<file path="src/rtl/dice_rules_engine.sv">
// ----------------------------------------------------------------------------
// dice_rules_engine
//
// Purpose: evaluates a settled pair of dice against the drinking-game rule
// table, emits a one-cycle event with a sip count, tracks whose turn it is
// and who currently holds the Dreimann role, then holds the result for a
// fixed number of timebase ticks (with a blink enable) before accepting the
// next roll.
//
// Ports:
//   clk          in   system clock, all state on the rising edge
//   rst_n        in   synchronous active-low reset
//   die1, die2   in   settled die values (legal 1..6), sampled on an accepted roll
//   roll_done    in   one-cycle strobe: dice settled and valid this cycle
//   tick         in   one-cycle timebase strobe
//   event_code   out  rule result of last roll (0 NONE,1 DM,2 LEFT,3 RIGHT,
//                     4 PASCH,6 DM_DOUBLE,7 ERR)
//   event_valid  out  one-cycle strobe: event_code/sips/turn/dm_* just updated
//   sips         out  sip count attached to the event
//   turn         out  index of the player on turn
//   dm_player    out  index of the current Dreimann
//   dm_valid     out  a Dreimann exists
//   flash        out  blink enable while the result is held
//   busy         out  high while a roll is being evaluated or held
//   dbg_state    out  current FSM state (0 IDLE, 1 EVAL, 2 HOLD)
//
// Handshake: roll_done is a fire-and-forget strobe with no ready back-pressure;
// it is accepted only while idle (busy low) and dropped otherwise. event_valid
// is a single-cycle strobe with no ready; the consumer must take it that cycle.
// ----------------------------------------------------------------------------
module dice_rules_engine #(
    parameter int NUM_PLAYERS = 4,
    parameter int HOLD_TICKS  = 500,
    parameter int FLASH_DIV   = 125
) (
    input  logic       clk,
    input  logic       rst_n,
    input  logic [2:0] die1,
    input  logic [2:0] die2,
    input  logic       roll_done,
    input  logic       tick,
    output logic [2:0] event_code,
    output logic       event_valid,
    output logic [3:0] sips,
    output logic [1:0] turn,
    output logic [1:0] dm_player,
    output logic       dm_valid,
    output logic       flash,
    output logic       busy,
    output logic [1:0] dbg_state
);

    localparam int HCW = (HOLD_TICKS > 1) ? $clog2(HOLD_TICKS) : 1;
    localparam int FCW = (FLASH_DIV  > 1) ? $clog2(FLASH_DIV)  : 1;

    localparam logic [2:0] EV_NONE      = 3'd0;
    localparam logic [2:0] EV_DM        = 3'd1;
    localparam logic [2:0] EV_LEFT      = 3'd2;
    localparam logic [2:0] EV_RIGHT     = 3'd3;
    localparam logic [2:0] EV_PASCH     = 3'd4;
    localparam logic [2:0] EV_DM_DOUBLE = 3'd6;
    localparam logic [2:0] EV_ERR       = 3'd7;

    typedef enum logic [1:0] {
        S_IDLE = 2'd0,
        S_EVAL = 2'd1,
        S_HOLD = 2'd2
    } state_t;

    state_t           r_state;
    logic [2:0]       r_die1;
    logic [2:0]       r_die2;
    logic [HCW-1:0]   r_hold_cnt;
    logic [FCW-1:0]   r_flash_cnt;

    logic [3:0]       w_sum;
    logic [2:0]       w_code;
    logic [3:0]       w_sips;
    logic [1:0]       w_turn_next;

    assign dbg_state = r_state;

    // Four bits wide so 6+6 (or 7+7 on illegal input) cannot wrap.
    assign w_sum = {1'b0, r_die1} + {1'b0, r_die2};

    assign w_turn_next = (turn == 2'(NUM_PLAYERS - 1)) ? 2'd0 : turn + 2'd1;

    // Rule decode on the captured dice; order of the if-chain is the priority.
    always_comb begin
        w_code = EV_NONE;
        w_sips = 4'd0;
        if (r_die1 == 3'd0 || r_die1 == 3'd7 || r_die2 == 3'd0 || r_die2 == 3'd7) begin
            w_code = EV_ERR;
            w_sips = 4'd0;
        end else if (r_die1 == 3'd3 && r_die2 == 3'd3) begin
            w_code = EV_DM_DOUBLE;
            w_sips = 4'd2;
        end else if (r_die1 == 3'd3 || r_die2 == 3'd3) begin
            w_code = EV_DM;
            w_sips = 4'd1;
        end else if (w_sum == 4'd7) begin
            w_code = EV_LEFT;
            w_sips = 4'd1;
        end else if (w_sum == 4'd11) begin
            w_code = EV_RIGHT;
            w_sips = 4'd1;
        end else if (r_die1 == r_die2) begin
            w_code = EV_PASCH;
            w_sips = {1'b0, r_die1};
        end
    end

    always_ff @(posedge clk) begin
        if (!rst_n) begin
            r_state     <= S_IDLE;
            r_die1      <= 3'd0;
            r_die2      <= 3'd0;
            r_hold_cnt  <= '0;
            r_flash_cnt <= '0;
            event_code  <= EV_NONE;
            event_valid <= 1'b0;
            sips        <= 4'd0;
            turn        <= 2'd0;
            dm_player   <= 2'd0;
            dm_valid    <= 1'b0;
            flash       <= 1'b0;
            busy        <= 1'b0;
        end else begin
            event_valid <= 1'b0;
            case (r_state)
                S_IDLE: begin
                    flash <= 1'b0;
                    if (roll_done) begin
                        r_die1  <= die1;
                        r_die2  <= die2;
                        r_state <= S_EVAL;
                        busy    <= 1'b1;
                    end
                end
                S_EVAL: begin
                    event_code  <= w_code;
                    sips        <= w_sips;
                    event_valid <= 1'b1;
                    if (w_code == EV_DM || w_code == EV_DM_DOUBLE) begin
                        dm_player <= turn;
                        dm_valid  <= 1'b1;
                    end
                    if (w_code == EV_NONE) begin
                        turn <= w_turn_next;
                    end
                    r_hold_cnt  <= '0;
                    r_flash_cnt <= '0;
                    flash       <= 1'b0;
                    r_state     <= S_HOLD;
                end
                S_HOLD: begin
                    if (tick) begin
                        if (r_flash_cnt == FCW'(FLASH_DIV - 1)) begin
                            r_flash_cnt <= '0;
                            flash       <= ~flash;
                        end else begin
                            r_flash_cnt <= r_flash_cnt + FCW'(1);
                        end
                        if (r_hold_cnt == HCW'(HOLD_TICKS - 1)) begin
                            // Leaving HOLD: blanking wins over the toggle above.
                            r_hold_cnt <= '0;
                            flash      <= 1'b0;
                            busy       <= 1'b0;
                            r_state    <= S_IDLE;
                        end else begin
                            r_hold_cnt <= r_hold_cnt + HCW'(1);
                        end
                    end
                end
                default: begin
                    r_state <= S_IDLE;
                    busy    <= 1'b0;
                    flash   <= 1'b0;
                end
            endcase
        end
    end

endmodule
</file>
<file path="config.mk">
export PLATFORM = sky130hd
export DESIGN_NAME = dice_rules_engine
export DESIGN_NICKNAME = d
export VERILOG_FILES = /design/src/rtl/dice_rules_engine.sv
export SDC_FILE = /design/constraint.sdc
export NUM_CORES = 1
export LEC_CHECK = 0
export BUFFER_PORTS_ARGS = -buffer_cell sky130_fd_sc_hd__buf_2
export CAP_MARGIN = 15
export CORE_MARGIN = 4
export CORE_UTILIZATION = 62
export DETAILED_ROUTE_END_ITERATION = 10
export GPL_TIMING_DRIVEN = 1
export HOLD_SLACK_MARGIN = 0.06
export PLACE_DENSITY = 0.91
export SLEW_MARGIN = 15
export SYNTH_ARGS = -nofsm -noshare
export SYNTH_HDL_FRONTEND = slang
export SYNTH_SLANG_ARGS = --single-unit
</file>
<file path="constraint.sdc">
create_clock -name clk -period 6 [get_ports clk]
set_clock_uncertainty 0.2 [all_clocks]
set_input_delay 0.6 -clock clk [delete_from_list [all_inputs] [get_ports clk]]
set_output_delay 0.6 -clock clk [all_outputs]
set_load 0.05 [all_outputs]
</file>
**After elaboration in Yosys (flattened, before gate mapping)**

Cells that the tools add are included.

- Register bits: 39
- Bits in latches: 0
- Memory bits (writable): 0
- ROM bits: 0
- Bits of input ports: 10
- Output and inout bits: 17
- Memories kept: 0

- $add $sub $neg: 4
- $mul: 0
- Div/mod/pow operators: 0
- Order comparisons: 0
- Eq/ne operators: 17
- Shifts and indexed selects: 0
- Muxes and demuxes: 30
- Bitwise gates (word level): 2
- Reductions and logical operators: 20

Operator list:

| operator | count |
|---|---|
| 2-to-1 mux 3 bit | 12 |
| 2-to-1 mux 9 bit | 2 |
| one-hot mux 9 bit (2 select lines) | 1 |
| 2-to-1 mux 7 bit | 2 |
| one-hot mux 7 bit (2 select lines) | 1 |
| AND reduction 2 bit | 6 |
| adder 9 x 1 -> 9 bit (second input constant) | 1 |
| equality test 3 bit (second input constant) | 3 |
| equality test 9 bit (second input constant) | 1 |
| logical NOT 3 bit | 3 |
| 2-to-1 mux 2 bit | 4 |
| adder 7 x 1 -> 7 bit (second input constant) | 1 |
| equality test 7 bit (second input constant) | 1 |
| equality test 3 x 2 -> 1 bit (second input constant) | 2 |
| 2-to-1 mux 1 bit | 6 |
| != test 2 bit (second input constant) | 3 |
| one-hot mux 2 bit (3 select lines) | 1 |
| logical OR 1 bit | 5 |
| adder 3 x 3 -> 4 bit | 1 |
| equality test 2 bit (second input constant) | 2 |
| equality test 4 x 3 -> 1 bit (second input constant) | 1 |
| equality test 4 bit (second input constant) | 1 |
| AND reduction 4 bit | 1 |
| nonzero test 2 bit | 2 |
| 9 further kinds | 10 |

**Depth between registers and ports, before layout**

Gate-level depths: netlist of run 1.

- Depth after elaboration: 10
- Gate-level depth with buffers: 7
- Depth with buffers taken out: 7

**Worst setup path before layout of run 1**

Ideal clock, no wire load.

- Kind: reg-to-reg
- Start point: reg r_die1[0]
- End point: reg turn[0]
- Library setup time: 0.070 ns
- Arrival: 2.001 ns
- Path slack: 3.729 ns
- Cell stages (with the launch flop): 8
- Buffers on the path: 0
- Clock period less this slack: 2.271 ns
- Cell sequence: dfxtp_1 -> ha_1 -> fa_1 -> nand3_1 -> a311oi_1 -> a211o_1 -> or4_1 -> a21boi_1

- Word-level cells in the longest chain between the ends: 9
- Elaborated cells on any way between the ends: 20

RTL lines:

| element | RTL line | text |
|---|---|---|
| start: declaration | 71 | `logic [2:0] r_die1;` |
| start signal: assignment | 134 | `r_die1 <= die1;` |
| adder 3 x 3 -> 4 bit or equality test 3 bit (tied branches) | 84, 107 |  |
| equality test 4 bit or 2-to-1 mux 3 bit (tied branches) | 104, 107 |  |
| 2-to-1 mux 3 bit | 104 | `end else if (w_sum == 4'd11) begin` |
| 2-to-1 mux 3 bit | 101 | `end else if (w_sum == 4'd7) begin` |
| 2-to-1 mux 3 bit | 98 | `end else if (r_die1 == 3'd3 \|\| r_die2 == 3'd3) begin` |
| 2-to-1 mux 3 bit | 95 | `end else if (r_die1 == 3'd3 && r_die2 == 3'd3) begin` |
| 2-to-1 mux 3 bit (*) | 92 | `if (r_die1 == 3'd0 \|\| r_die1 == 3'd7 \|\| r_die2 == 3'd0 \|\| r_die2 == 3'd7) begin` |
| logical NOT 3 bit (*) | 148 | `if (w_code == EV_NONE) begin` |
| AND reduction 2 bit (no line) (*) | n/a |  |
| end signal: assignment | 149 | `turn <= w_turn_next;` |
| end: declaration | 45 | `output logic [1:0] turn,` |

Every way passes the cells marked *; elsewhere a longest branch is shown, timed or not.
A chain may end at the register's enable or synchronous reset.

**Worst setup path after layout of run 1**

Ends and elaborated chain as after synthesis.

==> results.md, run 1 <==
Hold path:
- The path class of the tightest hold or removal check is reg -> reg.

Clock tree:
- Buffers inserted during clock tree synthesis total 5.
- The insertion delay of the later-clocked pin in the worst-skew pair is 0.35 ns.
- The post-cts gate resize count is 0.
- The TritonCTS clock tree is yes.
- The number of sinks driven by the clock tree is 38.
- The tree is rooted in a sky130_fd_sc_hd__clkbuf_4.
- The number of H-tree levels is 2.
- No sink is reached through more buffers than the 2 on the longest clock path.
- For this design, the CTS-stage hold fixing added 0 buffers.
- Post-CTS timing repair inserted 0 buffers for setup.
- The clock-pin slew on the worst setup and hold paths is 0.12 ns.

GRT:
- Global routing consumed, over all layers together, 22.5% of the routing resources.
- The number of global-route vias before repair is 1728.
- For this run the aggregate overflow at the end of global routing stands at 0.
- The first-pass GRT wire length is 7.79 mm.
- The initial antenna violation count is 0.
- The maximum number of pins on one net before global-route repair is 34.

Synth:
- The multiplexer area fraction after synthesis is 2.28%.
- Among all flip-flop cells after synthesis, the most frequent one is sky130_fd_sc_hd__dfxtp_1.
- By area the synthesized netlist is led by sky130_fd_sc_hd__dfxtp_1 35%, sky130_fd_sc_hd__ha_1 4.0%, sky130_fd_sc_hd__nor2b_1 4.0%.
- The top cell type by total area after synthesis is sky130_fd_sc_hd__dfxtp_1.
- The post-synthesis instance total is 263.
- For this run, the register share of the synthesized area comes to 34.7%.
- The synthesized netlist devotes 4.91% of its cell area to adder and majority cells.
- The main combinational cell family by area after synthesis is simple AND/OR/NAND/NOR gates.
- The share of Yosys cell area claimed by the top area cell type is 34.7%.
- The async set or reset register ratio after synthesis is 0%.
- The total nets after synthesis is 281.
- The complex-gate fraction of the synthesized area is 20.8%.
- The synthesized area per cell is 8.33 sq um.
- The mapped netlist covers 2190 sq um.
- The fraction of synthesized cell area in xor and xnor cells is 4.00%.
- The flop and latch count out of synthesis is 38.
- Summing the areas of all and, or, nand and nor instances in the mapped netlist gives 27.9% of the synthesized area.
- The number of synthesized flops with an enable pin is 0.
- During synthesis, Yosys emitted a total of 0 warnings.
- The netlist uses 57 different library cells.

Timing:
- The headroom to the max-slew limit is 64.5%.
- The max-slew violation count is 0.
- Hold is met by 0.269 ns.
- The clock period could shrink to 2.68 ns.
- The final-report hold violation count is 0.
- The final sum of negative setup slack is 0 ns.
- The worst-margin pin slew is 0.532 ns.
- The achievable clock frequency is 373 MHz.
- Setup violations remaining at the end of the flow were counted as 0.
- Setup repair after global routing left no endpoint under its margin.
- Dividing the final minimum period by the clock period gives 44.6%.

Run:
- Max-cap violations in this run came to 0.

Setup path:
- Broken down by cell family, the worst path's largest delay share belongs to adder cells.
- Walking the worst path, the cells encountered are ha_1, fa_1, nand3_1, a311oi_1, a211o_1, or4_1, a21boi_1.
- STA classifies the critical path startpoint as a flip-flop.
- The arrival time reported for the critical path endpoint is 2.76 ns.
- The critical path is of the reg -> reg type.
- The buffering stage count on the worst path with inverters included is 0.
- The maximum fanout along the worst path is 14.
- The worst setup path is captured at a flip-flop.
- The required time of the critical path is 6.08 ns.
- The cell with the largest stage delay on the worst path is sky130_fd_sc_hd__dfxtp_1.
- The largest single stage delay on the critical path is 0.62 ns.

Floorplanning:
- Measured along the x axis, the die boundary spans 67.5 um.
- The core region is 3360 sq um.
- During I/O placement, the number of pins put on the boundary was 27.
- The die area is 4550 sq um.
- After floorplanning, the core was divided into 21 placement rows.
- The effective utilization at floorplan is 65.2%.
- The height of the die is 67.5 um.

Cells and area:
- The number of inserted diodes is 0.
- For this run, the post-layout net count is 300.
- Of the cells placed in the final design, the portion with a size suffix greater than 1 is 15.2%.
- Compared with the post-synthesis result, the final layout area differs by 8.22%.
- Leaving out fill and tap cells, the most frequent cells in the layout are 38 x sky130_fd_sc_hd__dfxtp_1, 25 x sky130_fd_sc_hd__buf_2, 22 x sky130_fd_sc_hd__nand2_1, 19 x sky130_fd_sc_hd__nor2_1, 16 x sky130_fd_sc_hd__nand3_1.
- The library cell used most frequently in the layout, excluding fill and tap cells, is sky130_fd_sc_hd__dfxtp_1.
- Once layout is complete, the utilization of the core stands at 70.5%.
- The layout has 298 filler cells.

Power:
- The total power of the final layout is 0.515 mW.
- The power density of the placed cells is 217 nW/um^2.
- Summed over all cells, the static leakage comes to 0.939 nW.
- IR analysis of the VDD net gives a maximum drop of 0.182 mV.

Detailed routing:
- Dividing the detail-routed wire length by the instance count gives 13.9 um.
- The residual antenna-violating net count after detailed routing is 0.
- The routed design has 4.56 mm of wire.
- The number of DRC markers in iteration 0 is 104.
- The remaining design rule violation count is 0.
- Using the TritonRoute via totals, the vias-per-cell ratio works out to 5.87.
- The first detailed-routing pass took 5 iterations.
- The detailed router placed 1932 vias in this run.

Place:
- The congestion estimate from routability-driven global placement came to 0.853.
- Port buffering added 25 buffers.
- Once detailed placement completed, the half-perimeter wirelength came to 3.31 mm.

Outcome:
- The run finished with clean final reports.
-- worst reg2reg max path, cell delays in order (launching register included) --
cell	delay, ns
sky130_fd_sc_hd__dfxtp_1	0.62
sky130_fd_sc_hd__ha_1	0.28
sky130_fd_sc_hd__fa_1	0.46
sky130_fd_sc_hd__nand3_1	0.11
sky130_fd_sc_hd__a311oi_1	0.05
sky130_fd_sc_hd__a211o_1	0.35
sky130_fd_sc_hd__or4_1	0.40
sky130_fd_sc_hd__a21boi_1	0.14
-- where the power goes --
group	internal (mW)	switching (mW)
sequential	0.261	0.0153
clock	0.0564	0.0887
combinational	0.0345	0.0592
-- synthesized netlist by cell type, drive strengths merged, types with 3 or more instances --
cell and count:
nand2 22, and3 5, and4 3, dfxtp 38, nand3 16, nand2b 3, mux2i 5, nor2 19
o21a 4, clkbuf 5, buf 9, o21ai 14, or3 4, xor2 6, and2 6, o211ai 3
a31oi 8, a21oi 12, a21boi 4, nor2b 14, nor3b 4, inv 11, xnor2 4, nor3 5
ha 7
-- layout make-up --
class / instances / area (sq um) / area share, %
Multi-Input combinational cell: 200 / 1320 / 55.5
Clock buffer: 6 / 51.3 / 2.16
Tap cell: 46 / 57.6 / 2.43
Timing Repair Buffer: 26 / 133 / 5.59
Sequential cell: 38 / 761 / 32.1
Clock inverter: 2 / 12.5 / 0.527
Inverter: 11 / 41.3 / 1.74
-- worst paths after layout --
kind         slack [ns]       from  endpoint  depth (start not counted)
max                3.32  r_die1[0]   turn[0]                          7
max reg2reg        3.32  r_die1[0]   turn[0]                          7
min reg2reg        0.27   dm_valid  dm_valid                          2
min                0.27   dm_valid  dm_valid                          2
-- routing by layer --
layer  global-route usage [%]  routed length (um)  part of all wire (%)  up-vias
li1                         -                   -                     -      979
met5                        0                   0                     0        -
met4                     10.4                 111                   2.4        0
met3                     4.49                 350                   7.7       13
met2                     33.0                1930                    42       71
met1                     31.4                2170                    48      869
-- sequential cells by signal, indices dropped and copies added, names as in the netlist, 3 cells and up --
name / count
r_hold_cnt: 9
r_flash_cnt: 7
event_code: 3
r_die1: 3
r_die2: 3
sips: 3
-- cell families (layout without fill, tap and decap cells) --
| group | Yosys count | count (layout) |
|---|---|---|
| buf+inv | 25 | 45 |
| flops | 38 | 38 |
| compound gates | 64 | 64 |
| simple gates | 112 | 112 |
| xor+xnor | 10 | 10 |
| other cells | 1 | 1 |
| mux | 5 | 5 |
| fa+ha+maj | 8 | 8 |
-- through the flow --
step / setup WS [ns] / instances / instance area, sq um
3_5_place_dp: 3.37 / 321 / 2310
4_1_cts: 3.35 / 329 / 2370
5_1_grt: 3.18 / 329 / 2370
3_3_place_gp: 3.45 / 321 / 2310
2_1_floorplan: 3.73 / 263 / 2190
6_report: 3.32 / 329 / 2370
No activity file was read; power rests on OpenSTA's default activity.
==> run 2: changes to the inputs <==
CORE_UTILIZATION = 52   (was 62)
PLACE_DENSITY = 0.82   (was 0.91)
clock period = 2.15 ns   (was 6 ns; I/O delays follow)
==> run 2 against run 1 <==
Clock power increased to 3.6 times the previous value; sequential share of layout area shrank 3.0 points; largest power group unchanged; routed wire length is 23% higher; clock-buffer cell count up 1; register-to-register slack worse by 3.4 ns; sequential cell count unchanged; the run now ends with negative setup slack left; global-route usage shrank 0.30 points; non-clock buffer count rose by 21; worst hold slack worse by 0.19 ns; critical path depth unchanged.
==> results.md, run 2 (synthesized netlist as in run 1, its figures left out) <==
Outcome:
- The run finished, with violations left.
- The checks that failed: negative setup slack.

Power:
- The power density of the placed cells is 611 nW/um^2 (+180%).
- The peak supply drop is 0.400 mV (+120%).
- The static leakage came to 1.06 nW (+12%).

Detailed routing:
- The number of vias per cell after detailed routing is 6.02 (+2.5%).
- The number of detailed-route iterations in the first pass is 4 (-1).
- The total number of vias is 2130 (+10%).
- The number of DRC markers in iteration 0 is 159 (+53%).
- The remaining design rule violation count was 0 (unchanged).
- The sum of routed wire length over all layers was 5.63 mm (+23%).
- The residual antenna-violating net count after detailed routing is 0 (unchanged).
- The average wire per cell in the routed design is 15.9 um (+15%).

Timing:
- The time the worst path needs with I/O delays and setup is 2.23 ns (-0.451 ns).
- The final sum of negative setup slack is -0.169 ns (-0.169 ns).
- The achievable clock frequency came to 449 MHz (+20%).
- The max-slew violation count was 0 (unchanged).
- Setup repair after global routing could not meet its margin everywhere.
- The number of setup violations in the final report came to 3 (+3).
- The final-report hold violation count was 0 (unchanged).
- The final cycle utilization of the critical path is 104% (+59 points).
- The worst hold margin is 0.0767 ns (-0.192 ns).
- The final worst-path setup slack came to -0.0776 ns (-3.40 ns).

Cells and area:
- The leading cell type in the layout, fill and taps excluded is sky130_fd_sc_hd__dfxtp_1.
- The count of placed standard cells in the final layout, fillers left out is 354 (+7.6%).
- The number of nets at the end of the flow came to 321 (+7.0%).
- The area of all sequential standard cells was 767 sq um (+0.82%).
- The flip-flop count of the largest register, all copies and words added is 9 (unchanged).
- The largest registers in the layout are r_hold_cnt x9, r_flash_cnt x7.
- More flip-flops sit in one register than any other, and that register is r_hold_cnt.
- The number of inserted diodes is 0 (unchanged).
- The final standard cell utilization of the core is 65.4% (-5.1 points).
- Leaving out fill and tap cells, the most frequent cells in the layout are 35 x sky130_fd_sc_hd__dfxtp_1, 25 x sky130_fd_sc_hd__buf_2, 21 x sky130_fd_sc_hd__nand2_1, 18 x sky130_fd_sc_hd__nor2_1, 16 x sky130_fd_sc_hd__buf_4.
- The proportion of layout cells with a drive suffix above 1 is 22.0% (+6.8 points).
- The count of filler cells inserted in the layout is 342 (+15%).
- The area added between synthesis and finish is 20.2%.
- The total area of multi-input combinational cells is 1370 sq um (+3.9%).

Setup path:
- The critical path is of the reg -> reg type.
- The maximum fanout along the worst path came to 4 (-10).
- The arrival time reported for the critical path endpoint is 2.26 ns (-0.50 ns).
- The setup slack of the worst register-to-register path is -0.08 ns (-3.40 ns).
- The required time of the critical path came to 2.18 ns (-3.90 ns).
- The launching element type of the critical path is a flip-flop.
- The kind of end point of the critical path is a flip-flop.

Floorplanning:
- The standard-cell row count is 23 (+9.5%).
- The count of boundary I/O pins is 27 (unchanged).
- The effective utilization at floorplan is 54.4% (-11 points).
- The height of the die is 72.9 um (+8.1%).
- The die area came to 5320 sq um (+17%).
- The width of the die is 72.9 um (+8.1%).
- The placeable core region is 4030 sq um (+20%).

Clock tree:
- The number of sinks driven by the clock tree is 38 (unchanged).
- The number of buffers inserted during clock tree synthesis is 5 (unchanged).
- The clock-pin slew on the worst setup and hold paths is 0.07 ns (-0.05 ns).
- The maximum buffer depth of the clock tree is 2 (unchanged).
- TritonCTS built the clock tree.
- The number of H-tree levels is 2 (unchanged).
- The master cell of the clock root buffer is sky130_fd_sc_hd__clkbuf_8.
- The insertion delay of the later-clocked pin in the worst-skew pair was 0.30 ns (-0.05 ns).

Place:
- The number of port buffers came to 25 (unchanged).
- The routability congestion estimate from global placement came to 0.843 (-1.2%).
- The number of instances in the placed design was 339 (+5.6%).
- The sum of net half-perimeters after detailed placement was 3.69 mm (+12%).

GRT:
- The first-pass GRT wire length is 9.22 mm (+18%).
- The initial antenna violation count was 0 (unchanged).
- The maximum number of pins on one net before global-route repair came to 22 (-35%).
- The number of global-route vias before repair is 2033 (+18%).
- The total global routing track utilization is 22.2% (-0.30 points).
- The global-route congestion overflow total came to 0 (unchanged).

Run:
- The number of max-capacitance violations reported is 0 (unchanged).

Hold path:
- The worst min-delay path category is in -> reg.
-- run 2: changes by cell type in the layout (fill, tap and decap cells not counted), moves of 2 or more --
| cell | previous run | this run |
|---|---|---|
| sky130_fd_sc_hd__buf_4 | 1 | 16 |
| sky130_fd_sc_hd__dlygate4sd3_1 | 0 | 6 |
| sky130_fd_sc_hd__clkbuf_4 | 5 | 0 |
| sky130_fd_sc_hd__clkbuf_8 | 1 | 6 |
| sky130_fd_sc_hd__dfxtp_1 | 38 | 35 |
| sky130_fd_sc_hd__dfxtp_2 | 0 | 2 |
-- run 2: final timing paths --
| check | from | end | cells after the start |
|---|---|---|---|
| worst max register to register | r_die1[0] | turn[0] | 7 |
| worst min-delay path | rst_n | r_die1[0] | 2 |
| worst max-delay path | r_die1[0] | turn[0] | 7 |
| worst min register to register | dm_valid | dm_valid | 2 |
-- run 2: timing repair --
action                                  CTS  global route
pin swaps                                 6             6
hold endpoints to repair                  6             0
endpoints found under the setup margin    3             3
hold buffers                              6             0
setup buffers                             1             0
cloned                                    0             0
gates resized for setup                   6             4
-- run 2: power by group --
part | switching, mW | total (mW) | internal (mW) | leakage [nW]
Sequential | 0.0235 | 0.751 | 0.727 | 0.310
Clock | 0.257 | 0.516 | 0.259 | 0.0482
Combinational | 0.210 | 0.343 | 0.133 | 0.697
-- run 2: area by class of cell --
cell class | instances | area share (%)
Clock buffer | 7 | 3.28
Clock inverter | 1 | 0.190
Inverter | 11 | 1.57
Multi-Input combinational cell | 200 | 51.9
Sequential cell | 38 | 29.1
Tap cell | 50 | 2.37
Timing Repair Buffer | 47 | 11.6
-- run 2: metal layers --
| metal | vias to the layer above | part of all wire, % | GRT usage, % |
|---|---|---|---|
| met5 | - | 0 | 0 |
| met4 | 0 | 2.1 | 9.02 |
| met3 | 16 | 7.6 | 5.92 |
| met2 | 85 | 47 | 34.9 |
| met1 | 1003 | 43 | 28.8 |
| li1 | 1026 | - | - |
-- run 2: critical path, stage by stage (launching register included) --
cell                        delay, ns
sky130_fd_sc_hd__dfxtp_4         0.35
sky130_fd_sc_hd__ha_4            0.16
sky130_fd_sc_hd__fa_2            0.45
sky130_fd_sc_hd__nand2_2         0.10
sky130_fd_sc_hd__a211o_1         0.15
sky130_fd_sc_hd__o2111ai_4       0.13
sky130_fd_sc_hd__or4_1           0.50
sky130_fd_sc_hd__a21boi_1        0.13
-- run 2: through the flow --
| stage | instance area [sq um] | total power [mW] | setup WS (ns) |
|---|---|---|---|
| after floorplan | 2210 | 0.992 | 0.0104 |
| after global placement | 2440 | 1.07 | -0.0182 |
| after detailed placement | 2440 | 1.07 | -0.0903 |
| after CTS | 2620 | 1.60 | -0.0847 |
| after global routing | 2640 | 1.68 | -0.143 |
| final | 2640 | 1.61 | -0.0776 |
==> run 3: changes to the inputs <==
MAX_ROUTING_LAYER = met4   (was default)
SKIP_CTS_REPAIR_TIMING = 1   (was default)
==> run 3 against run 2 <==
The run still ends with negative setup slack left; fmax shrank 1.5%; setup slack lost 0.034 ns; cell count is the same; global-route usage shrank 0.83 points; worst hold slack gained 0.0034 ns; critical path type unchanged; largest cell class unchanged.
==> results.md, run 3 (synthesized netlist as in run 1, its figures left out) <==
Outcome:
- The run finished, with violations left.
- The final reports fail on negative setup slack.

GRT:
- The most crowded layer after global routing is met2.
- The number of global-route vias before repair came to 1940 (-4.6%).
- The global-route track usage on met1 came to 27.5% (-1.3 points).
- The initial antenna violation count is 0 (unchanged).
- The met2 usage is 32.0% (-2.9 points).
- The first-pass GRT wire length was 8.67 mm (-5.9%).
- The total global routing track utilization is 21.4% (-0.83 points).
- The global-route congestion overflow total is 0 (unchanged).
- The maximum number of pins on one net before global-route repair was 22 (unchanged).
- The routing usage on met3 is 5.37% (-0.55 points).

Timing:
- The final sum of negative setup slack is -0.176 ns (-0.00779 ns).
- Setup repair after global routing could not meet its margin everywhere.
- The final-report hold violation count came to 0 (unchanged).
- The achievable clock frequency is 442 MHz (-1.5%).
- The final worst-path setup slack is -0.112 ns (-0.0342 ns).
- The max-slew violation count is 0 (unchanged).
- The time the worst path needs with I/O delays and setup is 2.26 ns (+0.0342 ns).
- The number of setup violations in the final report was 2 (-1).
- The worst hold margin is 0.0801 ns (+0.00341 ns).
- The final cycle utilization of the critical path is 105% (+1.6 points).

Cells and area:
- The flip-flop count of the largest register, all copies and words added is 9 (unchanged).
- The library cell used most frequently in the layout, excluding fill and tap cells, is sky130_fd_sc_hd__dfxtp_1.
- The cell area after layout is 2610 sq um (-0.81%).
- The number of inserted diodes is 0 (unchanged).
- The number of nets at the end of the flow is 321 (unchanged).
- The register name with the most flops is r_hold_cnt.
- The largest registers in the layout are r_hold_cnt x9, r_flash_cnt x7.
- The final standard cell utilization of the core is 64.9% (-0.53 points).
- The proportion of layout cells with a drive suffix above 1 is 21.4% (-0.66 points).
- Leaving out fill and tap cells, the most frequent cells in the layout are 36 x sky130_fd_sc_hd__dfxtp_1, 25 x sky130_fd_sc_hd__buf_2, 21 x sky130_fd_sc_hd__nand2_1, 18 x sky130_fd_sc_hd__nor2_1, 16 x sky130_fd_sc_hd__buf_4.
- The area added between synthesis and finish is 19.2%.

Detailed routing:
- The residual antenna-violating net count after detailed routing came to 0 (unchanged).
- The remaining design rule violation count came to 0 (unchanged).
- The total number of vias came to 2110 (-0.94%).
- The number of vias per cell after detailed routing is 5.96 (-0.94%).
- The number of detailed-route iterations in the first pass is 4 (unchanged).
- The number of DRC markers in iteration 0 is 93 (-42%).
- The average wire per cell in the routed design is 15.4 um (-3.3%).
- The sum of routed wire length over all layers is 5.44 mm (-3.3%).

Setup path:
- On the critical path, the stage with the largest delay is an instance of sky130_fd_sc_hd__fa_2.
- STA classifies the critical path startpoint as a flip-flop.
- The worst setup path is of the reg -> reg kind.
- The largest stage delay on the critical path was 0.45 ns (-0.05 ns).
- The required time of the critical path is 2.18 ns (about the same).
- The maximum fanout along the worst path was 3 (-1).
- STA classifies the critical path endpoint as a flip-flop.
- The arrival time reported for the critical path endpoint is 2.29 ns (+0.03 ns).
- The critical path goes through ha_4, fa_2, nand3_2, a311oi_1, a211o_1, or4_1, a21boi_1.

Clock tree:
- The number of buffers inserted during clock tree synthesis was 5 (unchanged).
- The maximum buffer depth of the clock tree came to 2 (unchanged).
- CTS placed an instance of sky130_fd_sc_hd__clkbuf_8 at the clock tree root.
- The number of sinks driven by the clock tree came to 38 (unchanged).
- The number of H-tree levels came to 2 (unchanged).
- The TritonCTS clock tree is yes.
- The insertion delay of the later-clocked pin in the worst-skew pair is 0.30 ns (about the same).
- The clock-pin slew on the worst setup and hold paths is 0.07 ns (about the same).

Power:
- The cell-internal power is 1.12 mW (-0.22%).
- The static leakage came to 1.05 nW (-0.42%).
- The peak supply drop is 0.399 mV (-0.24%).
- The net switching share of the total power came to 30.3% (-0.20 points).
- The proportion of power drawn by the clock network is 32.2% (about the same).
- The sequential share of power was 46.8% (+0.2 points).
- The power density of the placed cells is 613 nW/um^2 (+0.30%).
- The combinational power share came to 20.9% (-0.4 points).
- The switching power of the nets is 0.486 mW (-1.2%).

Floorplanning:
- The placeable core region is 4030 sq um (unchanged).
- The effective utilization at floorplan was 54.4% (unchanged).
- The standard-cell row count is 23 (unchanged).
- The die area is 5320 sq um (unchanged).
- The width of the die is 72.9 um (unchanged).
- The height of the die is 72.9 um (unchanged).
- The count of boundary I/O pins came to 27 (unchanged).

Run:
- The number of max-capacitance violations reported is 0 (unchanged).

Place:
- The routability congestion estimate from global placement came to 0.856 (+1.6%).
- The instance area at placement was 2440 sq um (unchanged).
- The worst-case setup slack after placement is -0.0903 ns (unchanged).
- The number of port buffers was 25 (unchanged).
- The sum of net half-perimeters after detailed placement is 3.69 mm (unchanged).

Hold path:
- The worst min-delay path category is in -> reg.
==> run 3: cell counts in the layout (fill, tap and decap cells not counted) <==
No cell type changed its count.
==> run 3: stage by stage <==
step	power (mW)	instances
final	1.60	354
after global routing	1.66	354
after CTS	1.58	347
after detailed placement	1.07	339
after global placement	1.07	339
after floorplan	0.992	263
==> run 3: per-layer routing <==
| layer | vias to the layer above | wire [um] |
|---|---|---|
| met4 | 0 | 107 |
| li1 | 1022 | - |
| met2 | 88 | 2470 |
| met3 | 12 | 458 |
| met1 | 988 | 2410 |
| met5 | - | 0 |
==> run 3: worst paths after layout <==
kind	from	endpoint	slack (ns)	cells after the start
setup / recovery	r_die1[0]	turn[0]	-0.11	7
hold / removal	rst_n	r_die1[0]	0.08	2
setup reg to reg	r_die1[0]	turn[0]	-0.11	7
hold reg to reg	dm_valid	dm_valid	0.27	2
==> run 3: power groups by stage <==
stage / clock, mW / combinational (mW) / sequential (mW)
floorplan: 0 / 0.191 / 0.801
global route: 0.548 / 0.363 / 0.754
global placement: 0 / 0.303 / 0.764
detailed placement: 0 / 0.308 / 0.765
CTS: 0.517 / 0.313 / 0.749
finish: 0.516 / 0.335 / 0.750
==> run 3: layout make-up <==
| cell class | instances | area (sq um) |
|---|---|---|
| Multi-Input combinational cell | 200 | 1350 |
| Clock buffer | 7 | 86.3 |
| Timing Repair Buffer | 47 | 305 |
| Clock inverter | 1 | 5.00 |
| Fill cell | 342 | 1420 |
| Sequential cell | 38 | 766 |
| Tap cell | 50 | 62.6 |
| Inverter | 11 | 41.3 |
==> run 3: critical path: cells and delay by family (launching register included) <==
family                   cells  cell delay [ns]
adder cells (fa/ha/maj)      2             0.61
AND/OR/NAND/NOR              2             0.51
AO/OA/AOI/OAI                3             0.51
flip-flops                   1             0.35
